==> src/rtl/spi_host.sv <==
// spi_host: SPI mode-0 host that issues 16-bit TT6581 register frames (W, addr[6:0], data[7:0]).
// Build option: define SPI_HOST_READBACK_EN to keep the miso sampler and rsp_rdata_o path.
//
// state | meaning
// IDLE  | waiting for a request, cs high, req_ready_o high
// SETUP | cs low, bit 15 on mosi, sclk low for CLK_DIV cycles
// SHIFT | 16 sclk periods: sample miso on rise, advance mosi on fall
// HOLD  | sclk low, cs still low for CLK_DIV cycles
// GAP   | cs high for CS_GAP cycles before the next request
module spi_host #(
   parameter int CLK_DIV = 4,
   parameter int CS_GAP  = 4
) (
   input  logic       clk_i,
   input  logic       rst_ni,
   input  logic       req_valid_i,
   output logic       req_ready_o,
   input  logic       req_we_i,
   input  logic [6:0] req_addr_i,
   input  logic [7:0] req_wdata_i,
   output logic       rsp_valid_o,
   output logic [7:0] rsp_rdata_o,
   output logic       busy_o,
   output logic       sclk_o,
   output logic       cs_o,
   output logic       mosi_o,
   input  logic       miso_i
);

   if (CLK_DIV < 2) begin : g_chk_div
      $error("spi_host: CLK_DIV must be at least 2");
   end
   if (CS_GAP < 1) begin : g_chk_gap
      $error("spi_host: CS_GAP must be at least 1");
   end

   localparam int CNT_MAX = (CLK_DIV > CS_GAP) ? CLK_DIV : CS_GAP;
   localparam int CNT_W   = $clog2(CNT_MAX + 1);
   localparam logic [CNT_W-1:0] DIV_LD = CNT_W'(CLK_DIV - 1);
   localparam logic [CNT_W-1:0] GAP_LD = CNT_W'(CS_GAP - 1);

   typedef enum logic [2:0] {
      ST_IDLE,
      ST_SETUP,
      ST_SHIFT,
      ST_HOLD,
      ST_GAP
   } state_t;

   state_t           state_q;
   logic [CNT_W-1:0] cnt_q;
   logic [3:0]       bit_q;
   logic [15:0]      tx_q;
   logic             cnt_done;
   logic             frame_end;

   assign cnt_done    = (cnt_q == '0);
   assign frame_end   = cnt_done && (state_q == ST_HOLD);
   assign req_ready_o = (state_q == ST_IDLE);

   // mosi_o carries the current bit; tx_q holds the remaining bits MSB-first, zero-filled.
   always_ff @(posedge clk_i or negedge rst_ni) begin
      if (!rst_ni) begin
         state_q     <= ST_IDLE;
         cnt_q       <= '0;
         bit_q       <= '0;
         tx_q        <= '0;
         sclk_o      <= 1'b0;
         cs_o        <= 1'b1;
         mosi_o      <= 1'b0;
         rsp_valid_o <= 1'b0;
         busy_o      <= 1'b0;
      end else begin
         rsp_valid_o <= frame_end;
         case (state_q)
            ST_IDLE: begin
               if (req_valid_i) begin
                  state_q <= ST_SETUP;
                  cnt_q   <= DIV_LD;
                  cs_o    <= 1'b0;
                  busy_o  <= 1'b1;
                  mosi_o  <= req_we_i;
                  tx_q    <= {req_addr_i, (req_we_i ? req_wdata_i : 8'h00), 1'b0};
               end
            end
            ST_SETUP: begin
               if (cnt_done) begin
                  state_q <= ST_SHIFT;
                  cnt_q   <= DIV_LD;
                  sclk_o  <= 1'b1;
                  bit_q   <= 4'd15;
               end else begin
                  cnt_q <= cnt_q - 1'b1;
               end
            end
            ST_SHIFT: begin
               if (!cnt_done) begin
                  cnt_q <= cnt_q - 1'b1;
               end else begin
                  cnt_q <= DIV_LD;
                  if (sclk_o) begin
                     sclk_o         <= 1'b0;
                     {mosi_o, tx_q} <= {tx_q, 1'b0};
                  end else if (bit_q == 4'd0) begin
                     state_q <= ST_HOLD;
                  end else begin
                     sclk_o <= 1'b1;
                     bit_q  <= bit_q - 1'b1;
                  end
               end
            end
            ST_HOLD: begin
               if (cnt_done) begin
                  state_q <= ST_GAP;
                  cnt_q   <= GAP_LD;
                  cs_o    <= 1'b1;
               end else begin
                  cnt_q <= cnt_q - 1'b1;
               end
            end
            ST_GAP: begin
               if (cnt_done) begin
                  state_q <= ST_IDLE;
                  busy_o  <= 1'b0;
               end else begin
                  cnt_q <= cnt_q - 1'b1;
               end
            end
            default: state_q <= ST_IDLE;
         endcase
      end
   end

`ifdef SPI_HOST_READBACK_EN
   logic       sclk_rise;
   logic [7:0] rx_q;

   // Same clock edge that drives sclk_o high; miso has been stable since the previous fall.
   assign sclk_rise = cnt_done && ((state_q == ST_SETUP) ||
                      (state_q == ST_SHIFT && !sclk_o && bit_q != 4'd0));

   always_ff @(posedge clk_i or negedge rst_ni) begin
      if (!rst_ni) begin
         rx_q        <= '0;
         rsp_rdata_o <= '0;
      end else begin
         if (sclk_rise) rx_q <= {rx_q[6:0], miso_i};
         if (frame_end) rsp_rdata_o <= rx_q;
      end
   end
`else
   logic unused_miso;
   assign unused_miso = miso_i;
   assign rsp_rdata_o = 8'h00;
`endif

endmodule

==> config.mk <==
export PLATFORM = sky130hd
export DESIGN_NAME = spi_host
export DESIGN_NICKNAME = d
export VERILOG_FILES = /design/src/rtl/spi_host.sv
export SDC_FILE = /design/constraint.sdc
export NUM_CORES = 1
export LEC_CHECK = 0
export BUFFER_PORTS_ARGS = -buffer_cell sky130_fd_sc_hd__buf_2
export CORE_ASPECT_RATIO = 0.7
export CORE_MARGIN = 10
export CORE_UTILIZATION = 48
export DETAILED_ROUTE_END_ITERATION = 16
export PLACE_DENSITY_LB_ADDON = 0.08
export REMOVE_ABC_BUFFERS = 1
export SLEW_MARGIN = 20
export SYNTH_ARGS = -nofsm -noshare
export SYNTH_HDL_FRONTEND = slang
export SYNTH_SLANG_ARGS = --single-unit
==> constraint.sdc <==
create_clock -name clk_i -period 1.45 [get_ports clk_i]
set_input_delay 0.0725 -clock clk_i [delete_from_list [all_inputs] [get_ports clk_i]]
set_output_delay 0.0725 -clock clk_i [all_outputs]
set_load 0.01 [all_outputs]
# Word level (Yosys, flattened, before mapping)
# Cells that the tools add are included.
[classes]
add_sub_neg = 2
multipliers = 0
div = 0
magnitude_cmp = 0
n_eq_ne = 14
shifts = 0
n_mux = 36
n_bitwise = 0
reduce_logical = 17
[ops]
columns = ["cell", "n"]
rows = [
  ["two-way mux 16 bit", 3],
  ["case mux 16 bit (2 select lines)", 1],
  ["two-way mux 3 bit", 10],
  ["!= test 2 bit, second input constant", 10],
  ["two-way mux 4 bit", 4],
  ["case mux 3 bit (5 select lines)", 1],
  ["AND reduction 3 bit", 4],
  ["two-way mux 1 bit", 10],
  ["case mux 3 bit (3 select lines)", 1],
  ["two-way mux 8 bit", 1],
  ["case mux 1 bit (2 select lines)", 4],
  ["case mux 4 bit (2 select lines)", 1],
  ["nonzero test 2 bit", 4],
  ["AND reduction 7 bit", 1],
  ["equality test 3 x 2 -> 1 bit, second input constant", 2],
  ["logical NOT 3 bit", 2],
  ["AND reduction 5 bit", 1],
  ["logical NOT 4 bit", 1],
  ["AND reduction 4 bit", 1],
  ["subtractor 4 x 1 -> 4 bit, second input constant", 1],
  ["equality test 3 x 1 -> 1 bit, second input constant", 1],
  ["equality test 3 bit, second input constant", 1],
  ["nonzero test 3 bit", 1],
  ["OR reduction 3 bit", 1],
  ["other kinds (2)", 2],
]
[word_totals]
reg_bits = 31
latchBits = 0
ramBits = 0
mem_bits_ro = 0
inputBits = 20
wordCells = 78
mem_count = 0

# Logic depth before layout (Yosys ltp)
# Gate-level depths: netlist (run 1).
[logic_depth]
ltp_word = 5
mapped_depth = 7
ltp_nobuf = 6

# Least setup slack after synthesis (run 1)
# OpenSTA, ideal clock, no wires.
[synth_timing]
path_kind = "register to register"
start = "register cnt_q[0]"
end = "register bit_q[1]"
setup_ns = 0.079
arrival_time_ns = 1.505
t_required_ns = 1.371
setup_slack_ns = -0.134
path_stages_with_launch = 7
cell_sequence = "dfrtp_1 -> inv_1 -> ha_1 -> nand2b_4 -> or3_4 -> a31oi_4 -> a2bb2oi_1"
[synth_via]
elab_chain_cells = 3
elab_cells_between_ends = 4
cone_classes = "eq/ne (2); reduce/logical (2)"
[synth_rtl]
columns = ["item", "line_no", "source"]
rows = [
  ["from (decl)", "51", "logic [CNT_W-1:0] cnt_q;"],
  ["from (signal assigned)", "93", "cnt_q <= cnt_q - 1'b1;"],
  ["from (signal assigned)", "98", "cnt_q <= cnt_q - 1'b1;"],
  ["from (signal assigned)", "118", "cnt_q <= cnt_q - 1'b1;"],
  ["logical NOT 3 bit *", "57", "assign cnt_done = (cnt_q == '0);"],
  ["!= test 2 bit (no source line)", "n/a", ""],
  ["AND reduction 5 bit (no source line) *", "n/a", ""],
  ["to (signal assigned)", "108", "bit_q <= bit_q - 1'b1;"],
  ["to (decl)", "52", "logic [3:0] bit_q;"],
]
# Every way passes the cells marked *; elsewhere a longest branch is shown, timed or not.
# A chain may end at the register's enable or synchronous reset.

# Final worst setup path (run 1)
[layout_timing]
start = "register state_q[1]"
end = "register tx_q[11]"
[layout_via]
elab_chain_cells = 3
elab_cells_between_ends = 8
cone_classes = "eq/ne (4); mux (1); reduce/logical (3)"
[layout_rtl]
columns = ["item", "line_no", "source"]
rows = [
  ["from (decl)", "50", "state_t state_q;"],
  ["from (signal assigned)", "64", "state_q <= ST_IDLE;"],
  ["from (signal assigned)", "78", "state_q <= ST_SETUP;"],
  ["from (signal assigned)", "88", "state_q <= ST_SHIFT;"],
  ["equality test 3 x 2 -> 1 bit / logical NOT 3 bit (equally long branches)", "75", "case (state_q)"],
  ["!= test 2 bit (no source line) / nonzero test 2 bit (equally long branches)", "n/a", ""],
  ["AND reduction 4 bit (no source line)", "n/a", ""],
  ["to (signal assigned)", "83", "tx_q <= {req_addr_i, (req_we_i ? req_wdata_i : 8'h00), 1'b0};"],
  ["to (signal assigned)", "103", "{mosi_o, tx_q} <= {tx_q, 1'b0};"],
  ["to (decl)", "53", "logic [15:0] tx_q;"],
]
# Parallel ways exist; a longest one is shown, timed or not.

==> flow_summary.toml, run 1 <==
[status]
status = "finished, violations left"
violations = "setup timing"

[synth]
netlist_top_cells_area = "dfrtp_1 (45%), o21ai_0 (7.1%), nand2_1 (5.1%)"
yosysUniqueCellTypes = 45
synth_top_family_by_area = "compound AO/OA/AOI/OAI gates"
synth-xor-area-share_pct = 1.077
netlist_area_um2 = 1627
synth_edf_count = 0
synthFlopType = "dfrtp_1"
syn_area_per_cell_um2 = 9.457
yosysSeqAreaShare_pct = 46.23
synthMuxAreaShare_pct = 4.308
synth_cells = 172
yosysWarningCount = 0
synth_compound_area_share_pct = 20.15
synth-seq-cells = 30
async_flop_share_pct = 100.0
synth_area_leader_cell = "dfrtp_1"
synth_commonest_cells = "dfrtp_1 (29), o21ai_0 (23), nand2_1 (22)"
synth_top_area_share_pct = 44.62
synthSimpleGateAreaFrac_pct = 17.46
synth_most_common_cell = "dfrtp_1"
synthAdderAreaFrac_pct = 2.308

[pwr]
intPower_mw = 2.747
pwr-share-seq_pct = 32.3
pwr-share-comb_pct = 53.2
ir_drop_uv = 1156
cellLeakagePower_nw = 1.009
totalPowerFinal_mw = 4.496
switching_power_mw = 1.748
clockPowerShare_pct = 14.4
power.share.switching_pct = 38.89
power_density_nw_per_um2 = 2031

[sta]
slew_violations = 0
fin_crit_sh_pct = 101.6
tightest_slew_ps = 660.1
finalClockSkew_ps = 1.110
rsz0062_at_grt = "yes"
setup_viol = 8
period_needed_ps = 1474
slew_headroom_pct = 55.99
hold_slack_ps = 47.36
fin_ws_ps = -23.61
hold_viol = 0
fmax_mhz = 678.6

[drt]
drt-initial-drc-count = 123
drcViolationCount = 0
dr.pass1.iters = 4
wl_per_cell_um = 15.53
num_vias = 1417
ant_nets = 0
drt-total-wl_mm = 3.991
vias_per_cell = 5.514

[global_route]
grt_pass1_wl_mm = 6.120
grt_pass1_vias = 1373
grt_overflow = 0
grt_max_degree = 31
antenna_found_initial = 0
grtUsageTotal_pct = 12.70

[placed_design]
hpwl_mm = 2.720
preCtsSetupSlack_ps = -177.6
placed_area_um2 = 1852
gp_congestion = 0.8078
io_buffer_count = 24
dp.cells = 243

[floorplanning]
die_y_um = 68.71
dieWidth_um = 89.58
pin_count = 34
initial_core_util_pct = 50.98
die-area_um2 = 6154
rows = 17
core-area_um2 = 3191

[critical_path]
cp-end-kind = "flip-flop"
crit_path_cell_trace = "buf_6, and4b_1, o21ai_4, buf_4, o21ai_0"
worstPathArrival_ps = 1630
cp_top_family = "flip-flops"
slowest_delay_ps = 450
cpMaxStageDelayCell = "dfrtp_2"
critPathKind = "reg -> reg"
worst-path-max-fanout = 8
path_buf_inv = 2
cp-start-kind = "flip-flop"
crit_required_ps = 1610

[finish]
diodes = 0
finish.instance_area_um2 = 2213
drive_gt1_share_pct = 46.12
nets = 243
instances_no_fill = 257
syn2layout_area_growth_pct = 36.08

[clock_tree]
cts_made_buffers = 5
path_clk_slew_ps = 60
h-tree-depth = 2
clk_latency_ps = 280
clockRootBuffer = "clkbuf_8"
clock_sinks = 30
cts_tree = "built"
max-clock-path-buffers = 2

[min_path]
hp-class = "in -> reg"

[run]
drv_cap = 0
cell families after synthesis:
group | after synthesis
and+or+nand+nor | 56
other | 1
DFF | 30
xor gates and xnor gates | 2
adders and majority gates | 3
AOI/OAI and AO/OA | 51
muxes | 7
buffers and inverters | 22
final timing paths:
kind | from | endpoint | slack, ps | cells past startpoint
max | state_q[1]$_DFFE_PN0P_ | tx_q[11]$_DFFE_PN0P_ | -20 | 5
min | req_wdata_i[0] | tx_q[1]$_DFFE_PN0P_ | 50 | 3
max reg2reg | state_q[1]$_DFFE_PN0P_ | tx_q[11]$_DFFE_PN0P_ | -20 | 5
min reg2reg | tx_q[8]$_DFFE_PN0P_ | tx_q[8]$_DFFE_PN0P_ | 490 | 2
max in group asynchronous | rst_ni | state_q[1]$_DFFE_PN0P_ | 630 | 2
min in group asynchronous | rst_ni | busy_o$_DFFE_PN0P_ | 360 | 2
state kept, by name, indices dropped and copies added, names as in the netlist:
| signal | count |
|---|---|
| tx_q | 15 |
| bit_q | 4 |
| cnt_q | 3 |
| state_q | 3 |
| busy_o | 1 |
| cs_o | 1 |
| mosi_o | 1 |
| rsp_valid_o | 1 |
| sclk_o | 1 |
what timing repair did:
action / 4_1_cts / 5_1_grt
endpoints found under the setup margin: 26 / 27
buffers inserted: 5 / 1
cloned: 0 / 2
hold endpoints to repair: 29 / 0
hold buffers: 1 / 0
gates resized for setup: 8 / 56
pin swaps: 4 / 14
area by class of cell:
| type | count | area (um2) |
|---|---|---|
| sequential | 30 | 753.2 |
| clock buffer | 6 | 82.58 |
| multi-input combinational | 127 | 942.2 |
| tap | 38 | 47.55 |
| inverter | 4 | 15.01 |
| fill | 254 | 977.2 |
| timing repair buffer | 52 | 372.9 |
cells in the final DEF, fill, tap and decap left out, types with 3 or more instances in the layout:
master     n
a21oi_1    3
nand2_4    3
o21ai_0   13
nand2_2    8
o21ai_2   11
mux2i_1    7
a22oi_1    7
clkbuf_8   6
nand2_1   11
nor2_1    10
a31oi_1    3
buf_6      4
buf_2     24
buf_4     21
conb_1     8
nand3_1    4
dfrtp_1   28
metal layers:
layer	GRT usage, %	wire length, um
met4	4.743	66
met2	18.50	1799
met5	0	0
met3	4.567	323
met1	16.92	1801
worst register-to-register path: cells and delay by family (launching register included):
kind / cells / cell delay, ps
DFF: 1 / 450
buffers and inverters: 2 / 340
AOI/OAI and AO/OA: 2 / 340
and+or+nand+nor: 1 / 220
power groups by stage:
stage	Sequential [mW]	Clock, mW	Combinational, mW
floorplan	1.48	0	0.969
global placement	1.41	0	1.70
detailed placement	1.44	0	1.74
CTS	1.41	0.671	1.95
global route	1.51	0.706	2.62
finish	1.45	0.650	2.39
through the flow:
| stage | utilization, % | TNS (ps) |
|---|---|---|
| finish | 69.37 | -87.23 |
| global route | 69.37 | -836.2 |
| CTS | 62.98 | 0 |
| detailed placement | 58.04 | -1833 |
| global placement | 58.04 | -1020 |
| floorplan | - | -16530 |
(Power assumes the default switching activity.)
==> run 2, diff against run 1 <==
Settings changed: ABC_AREA set to 1, CORE_UTILIZATION 48 to 49.
==> flow_summary.toml, run 2 <==
[status]
status = "finished, final reports clean"

[global_route]
grt_overflow = 0
grtUsageTotal_pct = 12.76
antenna_found_initial = 0
grt_max_degree = 31
grt_pass1_wl_mm = 6.886
grt_pass1_vias = 1508

[critical_path]
crit_required_ps = 1620
reg2reg_to = "tx_q[14]$_DFFE_PN0P_"
critPathKind = "reg -> reg"
reg2reg_from = "state_q[2]$_DFFE_PN0P_"
critPathLaunch = "state_q[2]$_DFFE_PN0P_"
cp-end-kind = "flip-flop"
rr_worst_depth = 8
cp-start-kind = "flip-flop"
rrSetupSlack_ps = 70
worst-path-max-fanout = 7
worstPathArrival_ps = 1550

[finish]
regMostFlops = "tx_q"
instances_no_fill = 330
diodes = 0
layout_commonest_cell = "nand2_1"
mostFrequentLayoutCells = "nand2_1 (95), nand3_1 (31), dfrtp_1 (27)"
drive_gt1_share_pct = 30.36
syn2layout_area_growth_pct = 24.63
nets = 302
largest_register_ffs = 15
finish.instance_area_um2 = 2185
fin_util_pct = 62.58
top_regs = "tx_q (15), bit_q (4)"

[clock_tree]
clk_latency_ps = 280
clock_sinks = 30
clockRootBuffer = "clkbuf_8"
cts_made_buffers = 5
cts_tree = "built"
h-tree-depth = 2
max-clock-path-buffers = 2
path_clk_slew_ps = 60

[pwr]
cellLeakagePower_nw = 1.192
ir_drop_uv = 1020
power_density_nw_per_um2 = 2360

[drt]
drt-initial-drc-count = 67
drt-total-wl_mm = 4.149
dr.pass1.iters = 4
ant_nets = 0
drcViolationCount = 0
num_vias = 1590
wl_per_cell_um = 12.57
vias_per_cell = 4.818

[synth]
netlist_area_um2 = 1753
synth_edf_count = 0
syn_area_per_cell_um2 = 7.428
synth-seq-cells = 30
synth_most_common_cell = "nand2_1"
synth_cells = 236
yosysSeqAreaShare_pct = 42.90
yosysWarningCount = 0
synth_top_area_share_pct = 41.40
netlist_top_cells_area = "dfrtp_1 (41%), nand2_1 (22%), nand3_1 (8.9%)"
yosysUniqueCellTypes = 24
async_flop_share_pct = 100.0
synth_area_leader_cell = "dfrtp_1"
synth_commonest_cells = "nand2_1 (102), nand3_1 (31), dfrtp_1 (29)"
synthFlopType = "dfrtp_1"

[min_path]
whs_path_depth = 3
hp-class = "in -> reg"
hold_start = "req_wdata_i[0]"
min_to = "tx_q[1]$_DFFE_PN0P_"

[run]
drv_cap = 0

[floorplanning]
die-area_um2 = 6408
core-area_um2 = 3491
dieWidth_um = 91.49
rows = 18
die_y_um = 70.04
pin_count = 34
initial_core_util_pct = 50.22

[sta]
rsz0062_at_grt = "yes"
tns_ps = 0
hold_viol = 0
setup_viol = 0
fmax_mhz = 723.7
tightest_slew_ps = 664.4
fin_crit_sh_pct = 95.30
finalClockSkew_ps = 5.446
period_needed_ps = 1382
slew_headroom_pct = 55.71
fin_ws_ps = 68.22
slew_violations = 0

[placed_design]
preCtsSetupSlack_ps = 13.10
placed_area_um2 = 1957
dp.cells = 316
gp_congestion = 0.8095
hpwl_mm = 2.839
io_buffer_count = 24
==> run 2: changes by cell type after synthesis, sizes merged, moves of 7 or more <==
cell	delta
inv	+11
nand2	+86
a22oi	-7
o21ai	-13
nand3	+27
mux2i	-7
==> run 2: what timing repair did <==
| item | in CTS | in global routing |
|---|---|---|
| setup buffers | 0 | 6 |
| hold buffers | 1 | 0 |
| endpoints found under the hold margin | 29 | 0 |
| pin swaps | 0 | 8 |
| gates resized for setup | 0 | 32 |
| endpoints found under the setup margin | 1 | 26 |
| gates cloned | 0 | 0 |
==> run 2: how the worst max path moves through the flow <==
stage                                       to  slack [ps]  cells after the start
after floorplan           bit_q[2]$_DFFE_PN0P_        -100                      7
after global placement     tx_q[1]$_DFFE_PN0P_          40                      9
after detailed placement  tx_q[14]$_DFFE_PN0P_          10                      9
after CTS                 tx_q[14]$_DFFE_PN0P_          -1                      9
after global routing        mosi_o$_DFFE_PN0P_         -50                      8
final                     tx_q[14]$_DFFE_PN0P_          70                      8
==> run 2: cells by family after synthesis <==
kind of cell | Yosys count | share of synthesized area, %
DFF | 30 | 42.90
adders and majority gates | 3 | 2.142
buffers and inverters | 32 | 11.06
other | 1 | 0.2139
and+or+nand+nor | 154 | 38.76
AOI/OAI and AO/OA | 15 | 4.425
xor gates and xnor gates | 1 | 0.4997
==> run 2: per-layer routing <==
layer	routed length (um)	GRT usage [%]	up-vias
li1	-	-	812
met3	310	5.016	8
met1	1927	16.63	724
met4	48	3.640	0
met2	1862	18.96	46
met5	0	0	-
==> run 2: worst max-delay path, stage by stage, from the launching register on <==
cell and delay [ps]:
dfrtp_1 410, inv_2 90, nand2_2 60, nor2_4 200
buf_4 160, nand2_4 70, buf_6 140, nand3_1 70
nand2_1 60
==> run 2: per-stage QoR <==
stage | total power, mW | hold slack (ps)
2_1_floorplan | 3.032 | -223.1
3_3_place_gp | 3.948 | 154.3
3_5_place_dp | 4.003 | 157.0
4_1_cts | 4.731 | 51.20
5_1_grt | 5.614 | 56.22
6_report | 5.156 | 52.63
==> run 2: cell type report <==
| class | instances | area [um2] |
|---|---|---|
| Tap cell | 50 | 62.56 |
| Clock inverter | 1 | 5.005 |
| Sequential cell | 30 | 754.5 |
| Timing Repair Buffer | 46 | 319.1 |
| Clock buffer | 7 | 86.33 |
| Inverter | 15 | 56.30 |
| Fill cell | 323 | 1306 |
| Multi-Input combinational cell | 181 | 900.9 |
==> run 2: power breakdown <==
| part | internal, mW | leakage [nW] | switching [mW] |
|---|---|---|---|
| Clock | 0.383 | 0.0482 | 0.324 |
| Combinational | 1.25 | 0.772 | 1.75 |
| Sequential | 1.20 | 0.372 | 0.236 |
| Total | 2.84 | 1.19 | 2.31 |
==> run 3, diff against run 2 <==
Settings changed: BUFFER_PORTS_ARGS -buffer_cell sky130_fd_sc_hd__buf_2 to not set, CORE_UTILIZATION 49 to 60, DONT_BUFFER_PORTS set to 1.
Clock period 1.45 ns to 1.8 ns, I/O delays scaled along.
==> flow_summary.toml, run 3 (synthesized netlist as in run 2, its figures left out) <==
[sta]
slew_violations = 0
period_needed_ps = 1713
hold_slack_ps = 52.10
tns_ps = 0
fin_crit_sh_pct = 95.19
rsz0062_at_grt = "no"
setup_viol = 0
fmax_mhz = 583.6
finalClockSkew_ps = 6.239
hold_viol = 0

[global_route]
antenna_found_initial = 0
grt_pass1_wl_mm = 6.458
grt_pass1_vias = 1472
grt_max_degree = 31
grtUsageTotal_pct = 14.07
grt_overflow = 0

[finish]
syn2layout_area_growth_pct = 7.138
drive_gt1_share_pct = 11.48
top_regs = "tx_q (15), bit_q (4)"
nFillCells = 236
mostFrequentLayoutCells = "nand2_1 (102), nand3_1 (31), dfrtp_1 (28)"
largest_register_ffs = 15
regMostFlops = "tx_q"
layout_commonest_cell = "nand2_1"
diodes = 0
nets = 266
fin_util_pct = 67.01

[min_path]
whs_path_depth = 4
hp-class = "in -> reg"

[critical_path]
cp-end-kind = "flip-flop"
rr_worst_depth = 6
cpMaxStageDelayCell = "dlygate4sd3_1"
crit_required_ps = 1960
cp_top_family = "buffers and inverters"
cp-start-kind = "flip-flop"
worstPathArrival_ps = 1870
crit_path_cell_trace = "nor2_2, nand2_1, buf_4, nand3_1, dlygate4sd3_1, o21ai_1"
crit_cells = 6
worst-path-max-fanout = 10
slowest_delay_ps = 550
critPathKind = "reg -> reg"
path_buf_inv = 2

[floorplanning]
rows = 16
die-area_um2 = 5518
initial_core_util_pct = 62.54
die_y_um = 65.22
pin_count = 34
dieWidth_um = 84.61
core-area_um2 = 2803

[placed_design]
gp_congestion = 0.8023
hpwl_mm = 2.662
io_buffer_count = 0

[clock_tree]
path_clk_slew_ps = 60
h-tree-depth = 2
clockRootBuffer = "clkbuf_8"
max-clock-path-buffers = 2
clk_latency_ps = 280
cts_made_buffers = 5
clock_sinks = 30
cts_tree = "built"

[pwr]
power_density_nw_per_um2 = 1880
ir_drop_uv = 776.2
cellLeakagePower_nw = 1.024
totalPowerFinal_mw = 3.530

[drt]
vias_per_cell = 5.357
drcViolationCount = 0
ant_nets = 0
num_vias = 1500
highest_layer = "met4"
drt-total-wl_mm = 3.769
wl_met2_mm = 1.659
met1_length_mm = 1.679
drt-initial-drc-count = 97
dr.pass1.iters = 4
met3WireLength_um = 384
wl_per_cell_um = 13.46

[status]
status = "finished, final reports clean"

[run]
drv_cap = 0
## run 3: cell types whose count changed in the layout (fill, tap and decap cells not counted), sizes merged
cell         before  now
buf              45    6
clkbuf            7    8
clkinv            1    0
dlygate4sd3       1    4
## run 3: area by class of cell
class	count	area (um2)	share of cell area, %
Clock buffer	8	90.09	4.797
Inverter	15	56.30	2.998
Multi-Input combinational cell	181	835.8	44.50
Sequential cell	30	753.2	40.11
Tap cell	36	45.04	2.398
Timing Repair Buffer	10	97.59	5.197
## run 3: per-layer routing
| layer | global-route usage, % | vias up |
|---|---|---|
| met4 | 6.352 | 0 |
| met5 | 0 | - |
| met1 | 16.56 | 695 |
| li1 | - | 741 |
| met3 | 7.512 | 8 |
| met2 | 20.86 | 56 |
## run 3: worst paths after layout
check | from | to | slack, ps
worst max-delay path | state_q[0]$_DFFE_PN0P_ | tx_q[1]$_DFFE_PN0P_ | 90
worst min-delay path | req_wdata_i[4] | tx_q[5]$_DFFE_PN0P_ | 50
worst max register to register | state_q[0]$_DFFE_PN0P_ | tx_q[1]$_DFFE_PN0P_ | 90
worst min register to register | tx_q[8]$_DFFE_PN0P_ | tx_q[8]$_DFFE_PN0P_ | 470
max in group asynchronous | rst_ni | cs_o$_DFFE_PN1P_ | 1320
min in group asynchronous | rst_ni | busy_o$_DFFE_PN0P_ | 250
## run 3: through the flow
stage	cell area (um2)	std cells	worst slack [ps]
2_1_floorplan	1642	226	248.8
3_3_place_gp	1724	267	244.2
3_5_place_dp	1724	267	220.4
4_1_cts	1874	280	52.56
5_1_grt	1878	280	25.70
6_report	1878	280	86.64
## run 3: worst register-to-register path, delay by kind of cell, from the launching register on
kind,cells,cell delay [ps]
AOI/OAI and AO/OA,1,80
DFF,1,480
buffers and inverters,2,740
and+or+nand+nor,3,300
## run 3: timing repair
item / CTS / global route
hold buffers: 5 / 0
buffers inserted: 0 / 0
resized for setup: 0 / 2
hold endpoints to repair: 33 / 0
setup endpoints to repair: 0 / 1
## run 3: report_power, final
| group | internal (mW) | total [mW] | switching, mW |
|---|---|---|---|
| Sequential | 0.970 | 1.19 | 0.217 |
| Clock | 0.311 | 0.553 | 0.242 |
| Combinational | 0.613 | 1.79 | 1.18 |
